### src/rtl/led_bank_arbiter.sv
// Arbitrates the 4 board LEDs among NUM_REQ sources: requester 0 has fixed priority, the rest rotate.
// Registered outputs, a new grant appears one edge after the deciding cycle; grants are held for HOLD_TICKS ticks.
module led_bank_arbiter #(
  parameter int          NUM_REQ      = 4,
  parameter int          TICK_DIV     = 45000000,
  parameter int          HOLD_TICKS   = 10,
  parameter logic [3:0]  IDLE_PATTERN = 4'b0000
) (
  input  logic                                          osc_clk,
  input  logic                                          gsr,
  input  logic [NUM_REQ-1:0]                            req,
  input  logic [4*NUM_REQ-1:0]                          pat,
  output logic [NUM_REQ-1:0]                            grant,
  output logic                                          owner_valid,
  output logic [((NUM_REQ > 2) ? $clog2(NUM_REQ) : 1)-1:0] owner_id,
  output logic [3:0]                                    led
);

  localparam int OW = (NUM_REQ > 2) ? $clog2(NUM_REQ) : 1;
  localparam int TW = (TICK_DIV > 1) ? $clog2(TICK_DIV) : 1;
  localparam int HW = (HOLD_TICKS > 0) ? $clog2(HOLD_TICKS + 1) : 1;

  typedef enum logic [1:0] {IDLE, HOLD, SHARE} state_t;

  state_t               state_q, state_d;
  logic [TW-1:0]        tick_cnt_q;
  logic [HW-1:0]        hold_cnt_q;
  logic [OW-1:0]        rr_ptr_q;
  logic [OW-1:0]        owner_q, owner_d;
  logic [NUM_REQ-1:0]   grant_q, grant_d;
  logic [3:0]           led_q, led_d;
  logic                 tick;
  logic                 new_grant;
  logic [NUM_REQ-1:0]   own_mask;
  logic [OW:0]          arb_any, arb_oth;

  // Returns {found, winner}: requester 0 first, then rr_ptr+1..NUM_REQ-1, then 1..rr_ptr.
  function automatic logic [OW:0] arbitrate(input logic [NUM_REQ-1:0] v, input logic [OW-1:0] rr);
    logic          found;
    logic [OW-1:0] win;
    found = v[0];
    win   = '0;
    for (int i = 1; i < NUM_REQ; i++) begin
      if (!found && i > int'(rr) && v[i]) begin
        found = 1'b1;
        win   = OW'(i);
      end
    end
    for (int i = 1; i < NUM_REQ; i++) begin
      if (!found && i <= int'(rr) && v[i]) begin
        found = 1'b1;
        win   = OW'(i);
      end
    end
    return {found, win};
  endfunction

  assign tick = (tick_cnt_q == TW'(TICK_DIV - 1));

  always_ff @(posedge osc_clk) begin
    if (gsr) begin
      state_q    <= IDLE;
      tick_cnt_q <= '0;
      hold_cnt_q <= '0;
      rr_ptr_q   <= OW'(NUM_REQ - 1);
      owner_q    <= '0;
      grant_q    <= '0;
      led_q      <= IDLE_PATTERN;
    end else begin
      state_q    <= state_d;
      tick_cnt_q <= tick ? '0 : tick_cnt_q + 1'b1;
      if (new_grant)
        hold_cnt_q <= '0;
      else if (state_q == HOLD && tick && hold_cnt_q != HW'(HOLD_TICKS))
        hold_cnt_q <= hold_cnt_q + 1'b1;
      if (new_grant && owner_d != '0)
        rr_ptr_q <= owner_d;
      owner_q    <= owner_d;
      grant_q    <= grant_d;
      led_q      <= led_d;
    end
  end

  always_comb begin
    state_d   = state_q;
    owner_d   = owner_q;
    new_grant = 1'b0;
    own_mask  = '0;
    own_mask[owner_q] = 1'b1;
    arb_any   = arbitrate(req, rr_ptr_q);
    arb_oth   = arbitrate(req & ~own_mask, rr_ptr_q);
    case (state_q)
      IDLE: begin
        if (arb_any[OW]) begin
          state_d   = HOLD;
          owner_d   = arb_any[OW-1:0];
          new_grant = 1'b1;
        end
      end
      HOLD: begin
        if (!req[owner_q]) begin
          state_d = IDLE;
        end else if (req[0] && owner_q != '0) begin
          owner_d   = '0;
          new_grant = 1'b1;
        end else if (hold_cnt_q == HW'(HOLD_TICKS)) begin
          state_d = SHARE;
        end
      end
      SHARE: begin
        if (!req[owner_q]) begin
          state_d = IDLE;
        end else if (owner_q != '0 && arb_oth[OW]) begin
          state_d   = HOLD;
          owner_d   = arb_oth[OW-1:0];
          new_grant = 1'b1;
        end
      end
      default: state_d = IDLE;
    endcase
  end

  // Outputs are computed from the next state so led and grant change on the same edge.
  always_comb begin
    grant_d = '0;
    led_d   = IDLE_PATTERN;
    if (state_d != IDLE) begin
      grant_d[owner_d] = 1'b1;
      for (int i = 0; i < NUM_REQ; i++) begin
        if (int'(owner_d) == i)
          led_d = pat[4*i +: 4];
      end
    end
  end

  assign grant       = grant_q;
  assign owner_valid = |grant_q;
  assign owner_id    = (state_q == IDLE) ? '0 : owner_q;
  assign led         = led_q;

endmodule

### config.mk
export PLATFORM = sky130hd
export DESIGN_NAME = led_bank_arbiter
export DESIGN_NICKNAME = d
export VERILOG_FILES = /design/src/rtl/led_bank_arbiter.sv
export SDC_FILE = /design/constraint.sdc
export NUM_CORES = 1
export LEC_CHECK = 0
export CORE_AREA = 5 5 105 107
export DETAILED_ROUTE_END_ITERATION = 12
export DIE_AREA = 0 0 110 112
export PLACE_DENSITY_LB_ADDON = 0.1
export SYNTH_ARGS = -nofsm -noshare
export SYNTH_HDL_FRONTEND = slang
export SYNTH_SLANG_ARGS = --single-unit
### constraint.sdc
create_clock -name osc_clk -period 3.1 [get_ports osc_clk]
set_input_delay 0.62 -clock osc_clk [delete_from_list [all_inputs] [get_ports osc_clk]]
set_output_delay 0.62 -clock osc_clk [all_outputs]
set_load 0.01 [all_outputs]
==> flow_results.xml <==
<?xml version="1.0" encoding="UTF-8"?>
<metrics>
  <group name="status">
    <metric name="status" unit="">finished clean</metric>
  </group>
  <group name="placed_design">
    <metric name="gp_congestion" unit="">0.824</metric>
    <metric name="post_detail_place_hpwl" unit="µm">5140</metric>
    <metric name="post_place_cell_area" unit="µm²">3390</metric>
    <metric name="buffer_ports.inserted" unit="">32</metric>
  </group>
  <group name="sta">
    <metric name="fin_setup_tns" unit="ns">0</metric>
    <metric name="number_of_hold_slack_violations_in_the_final_timing_report" unit="">0</metric>
    <metric name="final_min_period_over_clock_period" unit="%">91.1</metric>
    <metric name="final_max_tran_viols" unit="">0</metric>
    <metric name="worstMarginPinSlew" unit="ns">0.552</metric>
    <metric name="grt_setup_unrepaired" unit="">no</metric>
    <metric name="max_slew_margin" unit="%">63.2</metric>
    <metric name="clock.fmax" unit="GHz">0.354</metric>
    <metric name="setup_violations" unit="">0</metric>
    <metric name="finalCriticalPeriod" unit="ns">2.82</metric>
    <metric name="clock-skew-final" unit="ns">0.00847</metric>
  </group>
  <group name="routing">
    <metric name="detail-route-antenna-nets" unit="">0</metric>
    <metric name="detailedRoute.firstIterationViolations" unit="">59</metric>
    <metric name="totalWireLength" unit="µm">6910</metric>
    <metric name="drt-wirelength-per-cell" unit="µm">13.6</metric>
    <metric name="detail_route.vias_per_cell" unit="">4.87</metric>
    <metric name="firstDrtPassIters" unit="">4</metric>
    <metric name="route.vias.total" unit="">2471</metric>
    <metric name="drc" unit="">0</metric>
  </group>
  <group name="cells_and_area">
    <metric name="area_delta_synth_final" unit="%">24.3</metric>
    <metric name="layout-drive-gt1-share" unit="%">17.5</metric>
    <metric name="fin_util" unit="%">35.0</metric>
    <metric name="final_design_area_no_fill" unit="µm²">3510</metric>
    <metric name="most_common_library_cell_in_the_layout_ignoring_fill_and_taps" unit="">sky130_fd_sc_hd__dfxtp_1</metric>
    <metric name="layout_common_cells" unit="">sky130_fd_sc_hd__dfxtp_1, sky130_fd_sc_hd__nor2_1, sky130_fd_sc_hd__clkdlybuf4s50_1</metric>
    <metric name="antennaDiodeCount" unit="">0</metric>
    <metric name="num-nets-final" unit="">399</metric>
    <metric name="n_fill_cell" unit="">1044</metric>
  </group>
  <group name="die">
    <metric name="start_util" unit="%">28.1</metric>
    <metric name="dieArea" unit="µm²">12300</metric>
    <metric name="core_area" unit="µm²">10000</metric>
    <metric name="boundaryPins" unit="">33</metric>
    <metric name="die_w" unit="µm">110</metric>
    <metric name="row_count" unit="">37</metric>
    <metric name="die_height" unit="µm">112</metric>
  </group>
  <group name="global_route">
    <metric name="vias_in_the_first_global_route" unit="">2424</metric>
    <metric name="grt_start_max_net_pins" unit="">27</metric>
    <metric name="grt_use_total" unit="%">11.6</metric>
    <metric name="gr_ovfl_total" unit="">0</metric>
    <metric name="grt_first_pass_wirelength" unit="µm">11600</metric>
    <metric name="antenna_found_initial" unit="">0</metric>
  </group>
  <group name="synth">
    <metric name="synth.lib_cells_used.distinct" unit="">66</metric>
    <metric name="synth.yosys.warnings" unit="">0</metric>
    <metric name="synth_sequential_area_ratio" unit="%">31.2</metric>
    <metric name="synth.cell_area" unit="µm²">2830</metric>
    <metric name="postSynthCellCount" unit="">324</metric>
    <metric name="number_of_flops_mapped_to_enable_cells_by_yosys" unit="">0</metric>
    <metric name="synth.ff_latch_count" unit="">44</metric>
    <metric name="postSynthAreaPerCell" unit="µm²">8.73</metric>
    <metric name="most_frequently_used_flop_master_after_synthesis" unit="">sky130_fd_sc_hd__dfxtp_1</metric>
    <metric name="synth_fp_nets" unit="">353</metric>
    <metric name="async_reset_ff_share" unit="%">0</metric>
  </group>
  <group name="power_and_ir_drop">
    <metric name="peakVddDrop" unit="µV">119</metric>
    <metric name="p_leak" unit="nW">1.27</metric>
    <metric name="power_per_cell_area" unit="nW/µm²">377</metric>
  </group>
  <group name="critical_path">
    <metric name="arrival" unit="ns">3.00</metric>
    <metric name="critical_path_required" unit="ns">3.27</metric>
    <metric name="timing_worst_setup_path_type" unit="">in2reg</metric>
    <metric name="worstPathMaxFanout" unit="">6</metric>
    <metric name="worst_setup_path_end_kind" unit="">flip-flop</metric>
    <metric name="worstSetupStartpointType" unit="">primary input</metric>
  </group>
  <group name="clock_network">
    <metric name="clk_pin_slew_worst_paths" unit="ns">0.09</metric>
    <metric name="cts_setup_buffers" unit="">0</metric>
    <metric name="ctsResizeCount" unit="">0</metric>
    <metric name="ctsHtreeMaxLevel" unit="">2</metric>
    <metric name="post_cts_hold_buffer_count" unit="">0</metric>
    <metric name="clk_path_buf_depth" unit="">2</metric>
    <metric name="cts_inserted_buffers" unit="">5</metric>
    <metric name="cts_root_buffer" unit="">sky130_fd_sc_hd__clkbuf_8</metric>
    <metric name="clkLatencyLatePin" unit="ns">0.30</metric>
    <metric name="clock-sinks" unit="">44</metric>
    <metric name="cts_tree" unit="">built</metric>
  </group>
  <group name="min_path">
    <metric name="hold_path.class" unit="">reg2reg</metric>
  </group>
  <group name="flow_run">
    <metric name="max_cap_violations" unit="">0</metric>
  </group>
</metrics>
-- final timing paths --
path	start	end	slack, ns	cells past startpoint
min	tick_cnt_q[0]	tick_cnt_q[0]	0.47	1
max reg2reg	owner_q[0]	led[3]	0.46	9
max	req[2]	led[3]	0.28	9
min reg2reg	tick_cnt_q[0]	tick_cnt_q[0]	0.47	1
-- registers in the layout, indices dropped and copies added (netlist names) --
register    cells
grant           4
hold_cnt_q      4
led             4
owner_q         2
rr_ptr_q        2
state_q         2
tick_cnt_q     26
-- routing by layer --
metal | routed length (µm) | GRT usage (%) | up-vias
li1 | - | - | 1260
met1 | 3220 | 14.6 | 1170
met2 | 3400 | 19.5 | 33
met3 | 205 | 2.03 | 8
met4 | 82 | 3.91 | 0
met5 | 0 | 0 | -
-- worst max-delay path: stages --
cell and delay (ns):
sky130_fd_sc_hd__clkdlybuf4s50_1 0.59, sky130_fd_sc_hd__nor2b_1 0.28, sky130_fd_sc_hd__o221a_2 0.24, sky130_fd_sc_hd__o21ai_2 0.09, sky130_fd_sc_hd__a21oi_1 0.38, sky130_fd_sc_hd__o22ai_2 0.17, sky130_fd_sc_hd__a2111oi_4 0.35, sky130_fd_sc_hd__buf_4 0.20
sky130_fd_sc_hd__a2111oi_2 0.07
-- stage by stage --
stage	hold slack, ns	setup WS (ns)	std cells	power, mW
3_3_place_gp	0.461	0.0124	499	0.870
3_5_place_dp	0.462	-0.0314	499	0.867
2_1_floorplan	0.438	0.726	324	0.769
5_1_grt	0.517	0.156	507	1.40
6_report	0.475	0.277	507	1.33
4_1_cts	0.485	0.289	507	1.35
-- cells in the mapped netlist (3+ instances only) --
master | instances | share of area [%]
sky130_fd_sc_hd__nand4_1 | 8 | 1.8
sky130_fd_sc_hd__xnor2_1 | 7 | 2.2
sky130_fd_sc_hd__nor2b_1 | 6 | 1.3
sky130_fd_sc_hd__o21ai_0 | 9 | 1.6
sky130_fd_sc_hd__nor4_1 | 3 | 0.66
sky130_fd_sc_hd__xor2_1 | 15 | 4.6
sky130_fd_sc_hd__nor2_1 | 33 | 4.4
sky130_fd_sc_hd__buf_4 | 3 | 0.80
sky130_fd_sc_hd__a2111oi_2 | 4 | 2.1
sky130_fd_sc_hd__nand3_1 | 12 | 2.1
sky130_fd_sc_hd__nor3_1 | 11 | 1.9
sky130_fd_sc_hd__nand2b_1 | 8 | 1.8
sky130_fd_sc_hd__a31oi_1 | 3 | 0.66
sky130_fd_sc_hd__buf_6 | 3 | 1.2
sky130_fd_sc_hd__ha_1 | 7 | 3.1
sky130_fd_sc_hd__dfxtp_1 | 44 | 31
sky130_fd_sc_hd__a21oi_1 | 12 | 2.1
sky130_fd_sc_hd__mux2i_1 | 3 | 1.1
sky130_fd_sc_hd__clkbuf_1 | 7 | 0.93
sky130_fd_sc_hd__buf_2 | 3 | 0.53
sky130_fd_sc_hd__o211ai_1 | 3 | 0.80
sky130_fd_sc_hd__or3_1 | 5 | 1.1
sky130_fd_sc_hd__nand2_1 | 23 | 3.1
sky130_fd_sc_hd__a21o_1 | 3 | 0.80
sky130_fd_sc_hd__inv_1 | 21 | 2.8
sky130_fd_sc_hd__and3_1 | 5 | 1.1
sky130_fd_sc_hd__a211oi_1 | 9 | 2.4
-- cell type report --
| cell class | instances | area, µm² | share of cell area (%) |
|---|---|---|---|
| inverters | 21 | 78.8 | 2.24 |
| well taps | 136 | 170 | 4.84 |
| clock buffers | 6 | 82.6 | 2.35 |
| repair buffers | 55 | 493 | 14.0 |
| multi-input cells | 243 | 1770 | 50.4 |
| flip-flops and latches | 44 | 881 | 25.1 |
| clock inverters | 2 | 38.8 | 1.10 |
-- kinds of logic (layout without fill, tap and decap cells) --
group,count (synthesis),after routing,share of synthesized area [%]
compound gates,76,76,25.6
xor+xnor,22,22,6.81
fa+ha+maj,7,7,3.10
buf+inv,37,84,6.24
flops,44,44,31.2
mux,6,6,2.65
simple gates,132,132,24.4
-- report_power, final --
group / leakage (nW) / internal, mW / switching (mW)
combinational: 0.848 / 0.126 / 0.127
clock: 0.0614 / 0.264 / 0.209
sequential: 0.357 / 0.580 / 0.0195
Power figures use the tool's default switching activity.
